File: src/rtl/qdec_ctu_sched_pkg.sv
// Shared types for the CTU-level CABAC scheduler.
package qdec_ctu_sched_pkg;

  typedef enum logic [3:0] {
    S_IDLE    = 4'd0,
    S_INIT    = 4'd1,
    S_RESTORE = 4'd2,
    S_SAO     = 4'd3,
    S_CQT     = 4'd4,
    S_SAVE    = 4'd5,
    S_EOS     = 4'd6,
    S_SUBSET  = 4'd7,
    S_REINIT  = 4'd8,
    S_ADVANCE = 4'd9,
    S_TRAIL   = 4'd10,
    S_DONE    = 4'd11,
    S_ERROR   = 4'd12
  } t_state_sched;

  // Copy direction for the WPP context mover.
  localparam logic COPY_SAVE    = 1'b0;  // ctx memory -> WPP storage
  localparam logic COPY_RESTORE = 1'b1;  // WPP storage -> ctx memory

endpackage

File: src/rtl/qdec_ctu_sched_if.sv
// Handshake and memory-port bundle between the CTU scheduler and its neighbours.
interface qdec_ctu_sched_if #(
  parameter int CTX_AW = 10
);
  logic              init_req, init_done;
  logic              sao_start, sao_done;
  logic              cqt_start, cqt_done;
  logic              term_req, term_vld, term_bin;
  logic              arith_reinit, arith_rdy;
  logic [CTX_AW-1:0] ctx_addr;
  logic              ctx_re, ctx_we;
  logic [7:0]        ctx_wdata, ctx_rdata;
  logic [CTX_AW-1:0] wpp_addr;
  logic              wpp_re, wpp_we;
  logic [7:0]        wpp_wdata, wpp_rdata;

  modport master (
    output init_req, sao_start, cqt_start, term_req, arith_reinit,
    input  init_done, sao_done, cqt_done, term_vld, term_bin, arith_rdy,
    output ctx_addr, ctx_re, ctx_we, ctx_wdata, input ctx_rdata,
    output wpp_addr, wpp_re, wpp_we, wpp_wdata, input wpp_rdata
  );

  modport slave (
    input  init_req, sao_start, cqt_start, term_req, arith_reinit,
    output init_done, sao_done, cqt_done, term_vld, term_bin, arith_rdy,
    input  ctx_addr, ctx_re, ctx_we, ctx_wdata, output ctx_rdata,
    input  wpp_addr, wpp_re, wpp_we, wpp_wdata, output wpp_rdata
  );
endinterface

File: src/rtl/qdec_ctx_copy.sv
// Pipelined context mover: reads one entry per cycle from the source memory and
// writes it to the destination one cycle later (1-cycle read latency).
module qdec_ctx_copy
  import qdec_ctu_sched_pkg::*;
#(
  parameter int CTX_AW  = 10,
  parameter int NUM_CTX = 512
) (
  input  logic              clk,
  input  logic              rst_n,
  input  logic              abort,
  input  logic              start,
  input  logic              dir,
  output logic              active,
  output logic              done,
  output logic [CTX_AW-1:0] ctx_addr,
  output logic              ctx_re,
  output logic              ctx_we,
  output logic [7:0]        ctx_wdata,
  input  logic [7:0]        ctx_rdata,
  output logic [CTX_AW-1:0] wpp_addr,
  output logic              wpp_re,
  output logic              wpp_we,
  output logic [7:0]        wpp_wdata,
  input  logic [7:0]        wpp_rdata
);
  localparam logic [CTX_AW-1:0] LAST = CTX_AW'(NUM_CTX - 1);

  logic              rd_busy, wr_vld, dir_q;
  logic [CTX_AW-1:0] rd_addr, wr_addr;

  // Read-address sweep with a one-cycle trailing write stage.
  always_ff @(posedge clk) begin
    if (!rst_n || abort) begin
      rd_busy <= 1'b0;
      wr_vld  <= 1'b0;
      rd_addr <= '0;
      wr_addr <= '0;
      dir_q   <= COPY_SAVE;
    end else begin
      wr_vld  <= rd_busy;
      wr_addr <= rd_addr;
      if (start && !rd_busy && !wr_vld) begin
        rd_busy <= 1'b1;
        rd_addr <= '0;
        dir_q   <= dir;
      end else if (rd_busy) begin
        if (rd_addr == LAST) rd_busy <= 1'b0;
        else                 rd_addr <= rd_addr + CTX_AW'(1);
      end
    end
  end

  // Steer read/write strobes to the two memories by direction; idle ports read as zero.
  always_comb begin
    active    = rd_busy | wr_vld;
    done      = wr_vld & ~rd_busy;
    ctx_re    = rd_busy & (dir_q == COPY_SAVE);
    wpp_re    = rd_busy & (dir_q == COPY_RESTORE);
    ctx_we    = wr_vld & (dir_q == COPY_RESTORE);
    wpp_we    = wr_vld & (dir_q == COPY_SAVE);
    ctx_addr  = '0;
    wpp_addr  = '0;
    if (active) begin
      ctx_addr = (dir_q == COPY_RESTORE) ? wr_addr : rd_addr;
      wpp_addr = (dir_q == COPY_RESTORE) ? rd_addr : wr_addr;
    end
    ctx_wdata = ctx_we ? wpp_rdata : '0;
    wpp_wdata = wpp_we ? ctx_rdata : '0;
  end
endmodule

File: src/rtl/qdec_ctu_sched.sv
// CTU-level CABAC scheduler: walks CTBs in raster order, sequencing ctx init,
// SAO, CQT, terminate bins and WPP context save/restore.
module qdec_ctu_sched
  import qdec_ctu_sched_pkg::*;
#(
  parameter int CTX_AW  = 10,
  parameter int NUM_CTX = 512,
  parameter int XW      = 7,
  parameter int YW      = 6
) (
  input  logic                  clk,
  input  logic                  rst_n,
  input  logic                  start,
  input  logic                  abort,
  input  logic [XW-1:0]         pic_w_ctb,
  input  logic [YW-1:0]         pic_h_ctb,
  input  logic                  sao_en,
  input  logic                  wpp_en,
  qdec_ctu_sched_if.master      bus,
  output logic                  ctx_own,
  output logic [XW-1:0]         x_ctb,
  output logic [YW-1:0]         y_ctb,
  output logic                  busy,
  output logic                  ctu_done_intr,
  output logic                  done_intr,
  output logic                  error_intr
);
  t_state_sched  state, state_nxt, ctu_first;
  logic          entry;
  logic          row_end, last_ctb;
  logic [XW-1:0] x_next;
  logic          copy_start, copy_done, copy_dir;

  qdec_ctx_copy #(.CTX_AW(CTX_AW), .NUM_CTX(NUM_CTX)) u_copy (
    .clk       (clk),
    .rst_n     (rst_n),
    .abort     (abort),
    .start     (copy_start),
    .dir       (copy_dir),
    .active    (ctx_own),
    .done      (copy_done),
    .ctx_addr  (bus.ctx_addr),
    .ctx_re    (bus.ctx_re),
    .ctx_we    (bus.ctx_we),
    .ctx_wdata (bus.ctx_wdata),
    .ctx_rdata (bus.ctx_rdata),
    .wpp_addr  (bus.wpp_addr),
    .wpp_re    (bus.wpp_re),
    .wpp_we    (bus.wpp_we),
    .wpp_wdata (bus.wpp_wdata),
    .wpp_rdata (bus.wpp_rdata)
  );

  // Next-state selection; abort overrides every transition.
  always_comb begin
    row_end   = (x_ctb == pic_w_ctb);
    last_ctb  = row_end && (y_ctb == pic_h_ctb);
    x_next    = row_end ? '0 : x_ctb + XW'(1);
    ctu_first = sao_en ? S_SAO : S_CQT;
    state_nxt = state;
    unique case (state)
      S_IDLE:    if (start) state_nxt = S_INIT;
      S_INIT:    if (bus.init_done) state_nxt = ctu_first;
      S_RESTORE: if (copy_done) state_nxt = ctu_first;
      S_SAO:     if (bus.sao_done) state_nxt = S_CQT;
      S_CQT:     if (bus.cqt_done)
                   state_nxt = (wpp_en && x_ctb == XW'(1)) ? S_SAVE : S_EOS;
      S_SAVE:    if (copy_done) state_nxt = S_EOS;
      S_EOS:     if (bus.term_vld) begin
                   if (bus.term_bin)         state_nxt = S_TRAIL;
                   else if (last_ctb)        state_nxt = S_ERROR;
                   else if (wpp_en && row_end) state_nxt = S_SUBSET;
                   else                      state_nxt = S_ADVANCE;
                 end
      S_SUBSET:  if (bus.term_vld) state_nxt = bus.term_bin ? S_REINIT : S_ERROR;
      S_REINIT:  if (bus.arith_rdy) state_nxt = S_ADVANCE;
      S_ADVANCE: if (wpp_en && x_next == '0)
                   state_nxt = (pic_w_ctb != '0) ? S_RESTORE : S_INIT;
                 else
                   state_nxt = ctu_first;
      S_TRAIL:   if (bus.arith_rdy) state_nxt = S_DONE;
      S_DONE:    state_nxt = S_IDLE;
      S_ERROR:   state_nxt = S_ERROR;
      default:   state_nxt = S_IDLE;
    endcase
    if (abort) state_nxt = S_IDLE;
  end

  // State, entry flag and CTB coordinate registers.
  always_ff @(posedge clk) begin
    if (!rst_n) begin
      state <= S_IDLE;
      entry <= 1'b0;
      x_ctb <= '0;
      y_ctb <= '0;
    end else begin
      state <= state_nxt;
      entry <= (state_nxt != state);
      if (!abort && state == S_IDLE && start) begin
        x_ctb <= '0;
        y_ctb <= '0;
      end else if (!abort && state == S_ADVANCE) begin
        x_ctb <= x_next;
        if (row_end) y_ctb <= y_ctb + YW'(1);
      end
    end
  end

  // Request pulses fire on the first cycle of their state.
  always_comb begin
    bus.init_req     = entry && state == S_INIT;
    bus.sao_start    = entry && state == S_SAO;
    bus.cqt_start    = entry && state == S_CQT;
    bus.term_req     = entry && (state == S_EOS || state == S_SUBSET);
    bus.arith_reinit = entry && (state == S_REINIT || state == S_TRAIL);
    copy_start       = entry && (state == S_SAVE || state == S_RESTORE);
    copy_dir         = (state == S_RESTORE) ? COPY_RESTORE : COPY_SAVE;
    ctu_done_intr    = (state == S_ADVANCE) || (entry && state == S_TRAIL);
    done_intr        = (state == S_DONE);
    error_intr       = entry && state == S_ERROR;
    busy             = (state != S_IDLE);
  end
endmodule

File: src/flat_wrapper.sv
// flat-port wrapper written by rule: the top's interface ports become plain ports
module qdec_ctu_sched_flat import qdec_ctu_sched_pkg::*;
#(
  parameter int CTX_AW  = 10,
  parameter int NUM_CTX = 512,
  parameter int XW      = 7,
  parameter int YW      = 6
)
  (clk, rst_n, start, abort, pic_w_ctb, pic_h_ctb, sao_en, wpp_en, ctx_own, x_ctb, y_ctb, busy, ctu_done_intr, done_intr, error_intr, bus_init_req, bus_sao_start, bus_cqt_start, bus_term_req, bus_arith_reinit, bus_init_done, bus_sao_done, bus_cqt_done, bus_term_vld, bus_term_bin, bus_arith_rdy, bus_ctx_addr, bus_ctx_re, bus_ctx_we, bus_ctx_wdata, bus_ctx_rdata, bus_wpp_addr, bus_wpp_re, bus_wpp_we, bus_wpp_wdata, bus_wpp_rdata);
  qdec_ctu_sched_if #(.CTX_AW(CTX_AW)) bus_i ();
  input  logic clk;
  input  logic rst_n;
  input  logic start;
  input  logic abort;
  input  logic [XW-1:0] pic_w_ctb;
  input  logic [YW-1:0] pic_h_ctb;
  input  logic sao_en;
  input  logic wpp_en;
  output logic ctx_own;
  output logic [XW-1:0] x_ctb;
  output logic [YW-1:0] y_ctb;
  output logic busy;
  output logic ctu_done_intr;
  output logic done_intr;
  output logic error_intr;
  output wire logic [$bits(bus_i.init_req)-1:0] bus_init_req;
  output wire logic [$bits(bus_i.sao_start)-1:0] bus_sao_start;
  output wire logic [$bits(bus_i.cqt_start)-1:0] bus_cqt_start;
  output wire logic [$bits(bus_i.term_req)-1:0] bus_term_req;
  output wire logic [$bits(bus_i.arith_reinit)-1:0] bus_arith_reinit;
  input wire logic [$bits(bus_i.init_done)-1:0] bus_init_done;
  input wire logic [$bits(bus_i.sao_done)-1:0] bus_sao_done;
  input wire logic [$bits(bus_i.cqt_done)-1:0] bus_cqt_done;
  input wire logic [$bits(bus_i.term_vld)-1:0] bus_term_vld;
  input wire logic [$bits(bus_i.term_bin)-1:0] bus_term_bin;
  input wire logic [$bits(bus_i.arith_rdy)-1:0] bus_arith_rdy;
  output wire logic [$bits(bus_i.ctx_addr)-1:0] bus_ctx_addr;
  output wire logic [$bits(bus_i.ctx_re)-1:0] bus_ctx_re;
  output wire logic [$bits(bus_i.ctx_we)-1:0] bus_ctx_we;
  output wire logic [$bits(bus_i.ctx_wdata)-1:0] bus_ctx_wdata;
  input wire logic [$bits(bus_i.ctx_rdata)-1:0] bus_ctx_rdata;
  output wire logic [$bits(bus_i.wpp_addr)-1:0] bus_wpp_addr;
  output wire logic [$bits(bus_i.wpp_re)-1:0] bus_wpp_re;
  output wire logic [$bits(bus_i.wpp_we)-1:0] bus_wpp_we;
  output wire logic [$bits(bus_i.wpp_wdata)-1:0] bus_wpp_wdata;
  input wire logic [$bits(bus_i.wpp_rdata)-1:0] bus_wpp_rdata;
  assign bus_init_req = bus_i.init_req;
  assign bus_sao_start = bus_i.sao_start;
  assign bus_cqt_start = bus_i.cqt_start;
  assign bus_term_req = bus_i.term_req;
  assign bus_arith_reinit = bus_i.arith_reinit;
  assign bus_i.init_done = bus_init_done;
  assign bus_i.sao_done = bus_sao_done;
  assign bus_i.cqt_done = bus_cqt_done;
  assign bus_i.term_vld = bus_term_vld;
  assign bus_i.term_bin = bus_term_bin;
  assign bus_i.arith_rdy = bus_arith_rdy;
  assign bus_ctx_addr = bus_i.ctx_addr;
  assign bus_ctx_re = bus_i.ctx_re;
  assign bus_ctx_we = bus_i.ctx_we;
  assign bus_ctx_wdata = bus_i.ctx_wdata;
  assign bus_i.ctx_rdata = bus_ctx_rdata;
  assign bus_wpp_addr = bus_i.wpp_addr;
  assign bus_wpp_re = bus_i.wpp_re;
  assign bus_wpp_we = bus_i.wpp_we;
  assign bus_wpp_wdata = bus_i.wpp_wdata;
  assign bus_i.wpp_rdata = bus_wpp_rdata;
  qdec_ctu_sched #(.CTX_AW(CTX_AW), .NUM_CTX(NUM_CTX), .XW(XW), .YW(YW)) u_core (.clk(clk), .rst_n(rst_n), .start(start), .abort(abort), .pic_w_ctb(pic_w_ctb), .pic_h_ctb(pic_h_ctb), .sao_en(sao_en), .wpp_en(wpp_en), .bus(bus_i), .ctx_own(ctx_own), .x_ctb(x_ctb), .y_ctb(y_ctb), .busy(busy), .ctu_done_intr(ctu_done_intr), .done_intr(done_intr), .error_intr(error_intr));
endmodule
File: config.mk
export PLATFORM = sky130hd
export DESIGN_NAME = qdec_ctu_sched_flat
export DESIGN_NICKNAME = d
export VERILOG_FILES = /design/src/rtl/qdec_ctu_sched_pkg.sv /design/src/rtl/qdec_ctu_sched_if.sv /design/src/rtl/qdec_ctx_copy.sv /design/src/rtl/qdec_ctu_sched.sv /design/src/flat_wrapper.sv
export SDC_FILE = /design/constraint.sdc
export NUM_CORES = 1
export LEC_CHECK = 0
export CORE_ASPECT_RATIO = 0.7
export CORE_MARGIN = 5
export CORE_UTILIZATION = 46
export DETAILED_ROUTE_END_ITERATION = 10
export GPL_TIMING_DRIVEN = 0
export PLACE_DENSITY = 0.88
export SYNTH_ARGS = -nofsm -noshare
export SYNTH_HDL_FRONTEND = slang
export SYNTH_SLANG_ARGS = --single-unit
File: constraint.sdc
create_clock -name clk -period 2.8 [get_ports clk]
set_input_delay 0.56 -clock clk [delete_from_list [all_inputs] [get_ports clk]]
set_output_delay 0.56 -clock clk [all_outputs]
set_load 0.01 [all_outputs]
## Word-level counts from Yosys, hierarchy flattened

Index checks and enable logic that the tools add are counted.
Widths: inputs -> output; s select.

- Register bits: 41
- Input bits: 41
- Output and inout port bits: 63

- Add/subtract/negate cells: 3
- Eq/ne operators: 17
- Mux-type cells: 31
- Bitwise gates (word level): 10
- Reductions and logical operators: 34

Operators by type and width:

| operator | count |
|---|---|
| $mux 4 | 15 |
| $pmux 4 s12 | 1 |
| $mux 10 | 4 |
| $eq 4x4->1 const B | 5 |
| $logic_and 1x1->1 | 17 |
| $eq 4x3->1 const B | 4 |
| $mux 8 | 2 |
| $add 10x1->10 const B | 1 |
| $eq 10x9->1 const B | 1 |
| $eq 4x2->1 const B | 2 |
| $add 7x1->7 const B | 1 |
| $eq 7x1->1 const B | 1 |
| $eq 7x7->1 | 1 |
| $logic_not 7->1 | 1 |
| $mux 7 | 1 |
| $reduce_bool 7->1 | 1 |
| $add 6x1->6 const B | 1 |
| $eq 6x6->1 | 1 |
| $mux 3 | 2 |
| $and 1x1->1 | 5 |
| $logic_or 1x1->1 | 5 |
| $eq 4x1->1 const B | 1 |
| $logic_not 1->1 | 4 |
| $logic_not 4->1 | 1 |
| other kinds (8) | 17 |

## Longest topological paths before layout

- Word-level depth: 9
- Depth in mapped cells: 10

## Modules after synthesis

A second synthesis with hierarchy kept.

- Cell total of the unflattened synthesis: 392
- Area, all modules: 3061.7 µm²

Modules (own cells, without submodules):

| module | times used | cells an instance | area each (µm²) | seq. area each (µm²) |
|---|---|---|---|---|
| qdec_ctu_sched | 1 | 225 | 1696.6 | 360.3 |
| qdec_ctx_copy | 1 | 167 | 1365.1 | 460.4 |

## Least setup slack after synthesis

OpenSTA, ideal clock, no wires.

- Kind: reg-to-reg
- From: register u_core.x_ctb[0]
- To: register u_core.entry
- Setup time: 0.077 ns
- Arrival time: 2.149 ns
- Data required time: 2.723 ns
- Slack: 0.575 ns
- Cell stages (with the launch flop): 9
- Path buffers: 0
- Period minus slack after synthesis: 2.225 ns
- Cells stage by stage: dfxtp_1 > ha_1 > and4_1 > o21ai_0 > a211oi_2 > nor4_1 > a21oi_1 > mux2_4 > a41oi_2

- Longest elaborated chain between the ends: 9
- Elaborated cells on any way between the ends: 19

RTL lines:

| what | line | text |
|---|---|---|
| start, declared | qdec_ctu_sched.sv:21 | `output logic [XW-1:0] x_ctb,` |
| start signal, assigned | qdec_ctu_sched.sv:103 | `x_ctb <= x_next;` |
| branches (longest 6 deep; another with $add 7x1->7) | n/a |  |
| $pmux 4 s12 * | qdec_ctu_sched.sv:61 | `unique case (state)` |
| $mux 4 * | qdec_ctu_sched.sv:86 | `if (abort) state_nxt = S_IDLE;` |
| $ne 4x4->1 * | qdec_ctu_sched.sv:98 | `entry <= (state_nxt != state);` |
| end signal, assigned | qdec_ctu_sched.sv:98 |  |
| end, declared | qdec_ctu_sched.sv:29 | `logic entry;` |

Every way passes the cells marked *.
A chain may end at the register's enable or synchronous reset.

## Final worst setup path

- From: input port sao_en
- To: register u_core.entry

- Longest elaborated chain between the ends: 5
- Elaborated cells on any way between the ends: 7

RTL lines:

| what | line | text |
|---|---|---|
| start, declared | flat_wrapper.sv:17 | `input logic sao_en;` |
| $mux 3 * | qdec_ctu_sched.sv:59 | `ctu_first = sao_en ? S_SAO : S_CQT;` |
| $mux 4 (on tied branches) | qdec_ctu_sched.sv:77, qdec_ctu_sched.sv:63, qdec_ctu_sched.sv:64 |  |
| $pmux 4 s12 * | qdec_ctu_sched.sv:61 |  |
| $mux 4 * | qdec_ctu_sched.sv:86 |  |
| $ne 4x4->1 * | qdec_ctu_sched.sv:98 |  |

Mark *: on every way between the ends. The rest lies on a longest branch, timed or not.

==> results.ini <==
[finish]
final_nets = 535
drive_gt1_share_pct = 6.72
area_growth_pct = 40.4
insertedDiodeCount = 0

[critical_path]
crit_chain = clkdlybuf4s50_1 > clkbuf_1 > nor2_1 > a31oi_1 > o21ai_0 > a311o_1 > a21oi_1 > mux2_4 > a41oi_2
critPathTopFamily = compound AO/OA/AOI/OAI gates
r2r_end = u_core.entry
critPathMaxStageDelay_ns = 0.47
end_kind = flop
endpoint = u_core.entry
crit_fanout = 10
cpMaxStageDelayCell = clkdlybuf4s50_1
r2r_start = u_core.x_ctb[0]
worst-r2r-setup-slack_ns = 0.19
crit_cells = 9
start_kind = input pin
reg2reg_depth = 8
setup.worst_path.start = sao_en
worstPathArrival_ns = 2.85
cp_num_buf_inv = 2
path_class = in2reg
critPathRequiredTime_ns = 3.02

[pwr]
finalPower_mw = 1.15
internal_power_uw = 851
swShare_pct = 26.3
power_frac_clock_pct = 34.7
combPwrFrac_pct = 14.2
seqPwrFrac_pct = 51.2
switching_power_uw = 304
p_leak_nw = 1.52
ir_worst_vdd_uv = 253
p_per_area_nw_per_um2 = 275

[global_routing]
grt_max_degree = 15
grt_overflow_total = 0
grt_pass1_wl_um = 15000
track_usage_pct = 21.7
grt_pass1_vias = 3088
antenna_found_initial = 0

[die]
die_w_um = 106
rows = 24
start_util_pct = 47.7
core_sq_um = 6280
io_pins = 104
die_h_um = 77.5
dieArea_sq_um = 8240

[timing]
slew-limit-headroom_pct = 58.1
period_share_pct = 93.8
setup_tns_ns = 0
layout_min_cycle_time_ns = 2.63
rsz0062_at_grt = no
maxSlewViolCount = 0
tightest_slew_ns = 0.623
setup_viol = 0
clock_skew_ns = 0.00503
final_hold_viol_count = 0
max_freq_mhz = 381

[cts]
cts.clk_slew.worst_paths_ns = 0.08
cts_sinks = 41
clock-root-buffer = clkbuf_8
hold_buffers = 0
insertion_delay_ns = 0.29
cts_tree = done
numCtsBuffers = 5
postCtsSetupBuffers = 0
h-tree-depth = 2
clockBufferDepth = 2

[yosys]
synth_seq_cells = 41
yosys.area_share.adder_pct = 2.05
ys_types = 63
synthMuxAreaShare_pct = 7.86
syn_inst = 382
syn_area_per_cell_sq_um = 7.83
syn-num-nets = 427
synth_simple_gate_area_share_pct = 33.0
synth_top_family_by_area = simple AND/OR/NAND/NOR gates
synthArstFlopShare_pct = 0
synth_edf_count = 0
synth_area_sq_um = 2990
synth_compound_area_share_pct = 16.5
synth-xor-area-share_pct = 7.03
yosysWarnings = 0
synthFlopType = dfxtp_1
ys_seq_area_share_pct = 27.4

[detailed_routing]
vias = 3302
wl_per_cell_um = 16.3
first_pass_iters = 5
ant_nets = 0
vias_per_cell = 5.80
first_iter_violations = 322
routed_wl_um = 9270
route.detailed.drc = 0
wl_met2_um = 4270
top_layer = met4
wl_met3_um = 799
met1_length_um = 4050

[flow_run]
max_cap_violations = 0

[outcome]
status = finished, final reports clean

[placed_design]
gp_congestion = 0.949
hpwl_um = 7230
place.port_buffers = 102

[hold_path]
hold_path_class = reg2reg

[per-layer routing]
metal,vias up,global-route usage [%]
met5,-,0
met4,0,6.86
met3,19,4.15
met2,153,35.5
met1,1561,29.2
li1,1569,-
[cells by family (layout without fill, tap and decap cells)]
family | Yosys count | after routing
AND/OR/NAND/NOR | 180 | 180
AO/OA/AOI/OAI | 71 | 71
flip-flops | 41 | 41
buffers and inverters | 38 | 147
XOR/XNOR | 24 | 24
multiplexers | 23 | 23
adder cells (fa/ha/maj) | 5 | 5
[flip-flops by register name (all words and copies together), names as in the netlist]
name	count
u_core.entry	1
u_core.state	4
u_core.u_copy.dir_q	1
u_core.u_copy.rd_addr	10
u_core.u_copy.rd_busy	1
u_core.u_copy.wr_addr	10
u_core.u_copy.wr_vld	1
u_core.x_ctb	7
u_core.y_ctb	6
[area by class of cell]
class | count | area, sq um
multi-input combinational | 303 | 1990
inverter | 9 | 33.8
buffer | 28 | 151
fill | 530 | 2070
timing repair buffer | 102 | 1020
sequential | 41 | 821
clock buffer | 5 | 68.8
clock inverter | 3 | 21.3
tap | 78 | 97.6
[power by group through the flow]
stage / Sequential [mW] / Combinational, mW / Clock (mW)
6_report: 0.591 / 0.163 / 0.400
3_3_place_gp: 0.604 / 0.156 / 0
3_5_place_dp: 0.605 / 0.159 / 0
5_1_grt: 0.592 / 0.174 / 0.437
2_1_floorplan: 0.603 / 0.0729 / 0
4_1_cts: 0.591 / 0.161 / 0.405
[worst min-delay path, stage by stage, from the launching register on]
cell     delay, ns
dfxtp_1       0.37
inv_1         0.09
nor2_1        0.04
[Yosys cell counts, drive strengths merged, types with 2 or more instances]
cell / n / area [sq um]
nor3b: 4 / 30.0
mux2i: 22 / 220
and2b: 3 / 22.5
and2: 22 / 138
nand2: 18 / 75.1
o211a: 2 / 20.0
and3b: 2 / 17.5
or3b: 2 / 20.0
nand3b: 2 / 15.0
nor2: 53 / 199
or3: 9 / 56.3
a221oi: 4 / 35.0
ha: 4 / 50.1
nor4: 3 / 25.0
inv: 9 / 33.8
o21ai: 16 / 83.8
a211oi: 2 / 20.0
xor2: 13 / 114
nand3: 13 / 65.1
nand4b: 2 / 17.5
a21o: 3 / 22.5
buf: 13 / 90.1
dfxtp: 41 / 821
o211ai: 3 / 22.5
and3: 19 / 119
a31oi: 5 / 31.3
o32ai: 2 / 17.5
and4: 3 / 26.3
o2111ai: 2 / 17.5
nand2b: 6 / 37.5
clkbuf: 16 / 60.1
a21oi: 19 / 106
xnor2: 11 / 96.3
nor2b: 7 / 43.8
nor3: 3 / 15.0
nand4: 6 / 37.5
o21a: 2 / 15.0
[worst min path at each step]
stage | to | cells after the start | slack, ns | startpoint
after global routing | u_core.u_copy.wr_addr[9] | 1 | 0.58 | u_core.u_copy.rd_addr[9]
after floorplan | u_core.u_copy.wr_addr[6] | 2 | 0.47 | u_core.u_copy.rd_addr[6]
after detailed placement | u_core.u_copy.wr_addr[6] | 2 | 0.51 | u_core.u_copy.rd_addr[6]
after CTS | u_core.u_copy.rd_addr[8] | 2 | 0.54 | u_core.u_copy.rd_addr[8]
after global placement | u_core.u_copy.wr_addr[6] | 2 | 0.51 | u_core.u_copy.rd_addr[6]
final | u_core.u_copy.wr_addr[6] | 2 | 0.54 | u_core.u_copy.rd_addr[6]
[through the flow]
step	setup WS, ns	utilization (%)	hold slack [ns]	instances	instance area [sq um]
final	0.175	66.9	0.537	569	4200
after CTS	0.0617	67.0	0.539	570	4200
after floorplan	0.575	-	0.470	382	2990
after global placement	-0.0663	65.5	0.511	562	4110
after global routing	0.0625	66.9	0.581	569	4200
after detailed placement	-0.0774	65.5	0.514	562	4110
[layout by cell type (no fill, tap or decap), types with 4 or more instances in the layout]
cell / synthesis / routed
a31oi_1: 5 / 5
nor2b_1: 7 / 7
clkbuf_1: 16 / 13
nand4_1: 6 / 6
a21oi_1: 18 / 18
and2_1: 21 / 21
nand2_1: 17 / 17
xnor2_1: 11 / 11
xor2_1: 13 / 13
buf_6: 4 / 4
dfxtp_1: 41 / 41
ha_1: 4 / 4
nand2b_1: 6 / 6
mux2i_1: 22 / 22
nand3_1: 13 / 13
nor2_1: 53 / 53
inv_1: 9 / 9
nor3b_1: 4 / 4
and3_1: 19 / 19
clkdlybuf4s50_1: 0 / 102
buf_2: 6 / 8
o21ai_0: 15 / 15
or3_1: 9 / 9
clkbuf_8: 0 / 5
a221oi_1: 4 / 4
[what timing repair did]
item,CTS,global route
cloned,0,0
gates resized for setup,2,4
setup endpoints to repair,15,10
(Power assumes the default switching activity.)
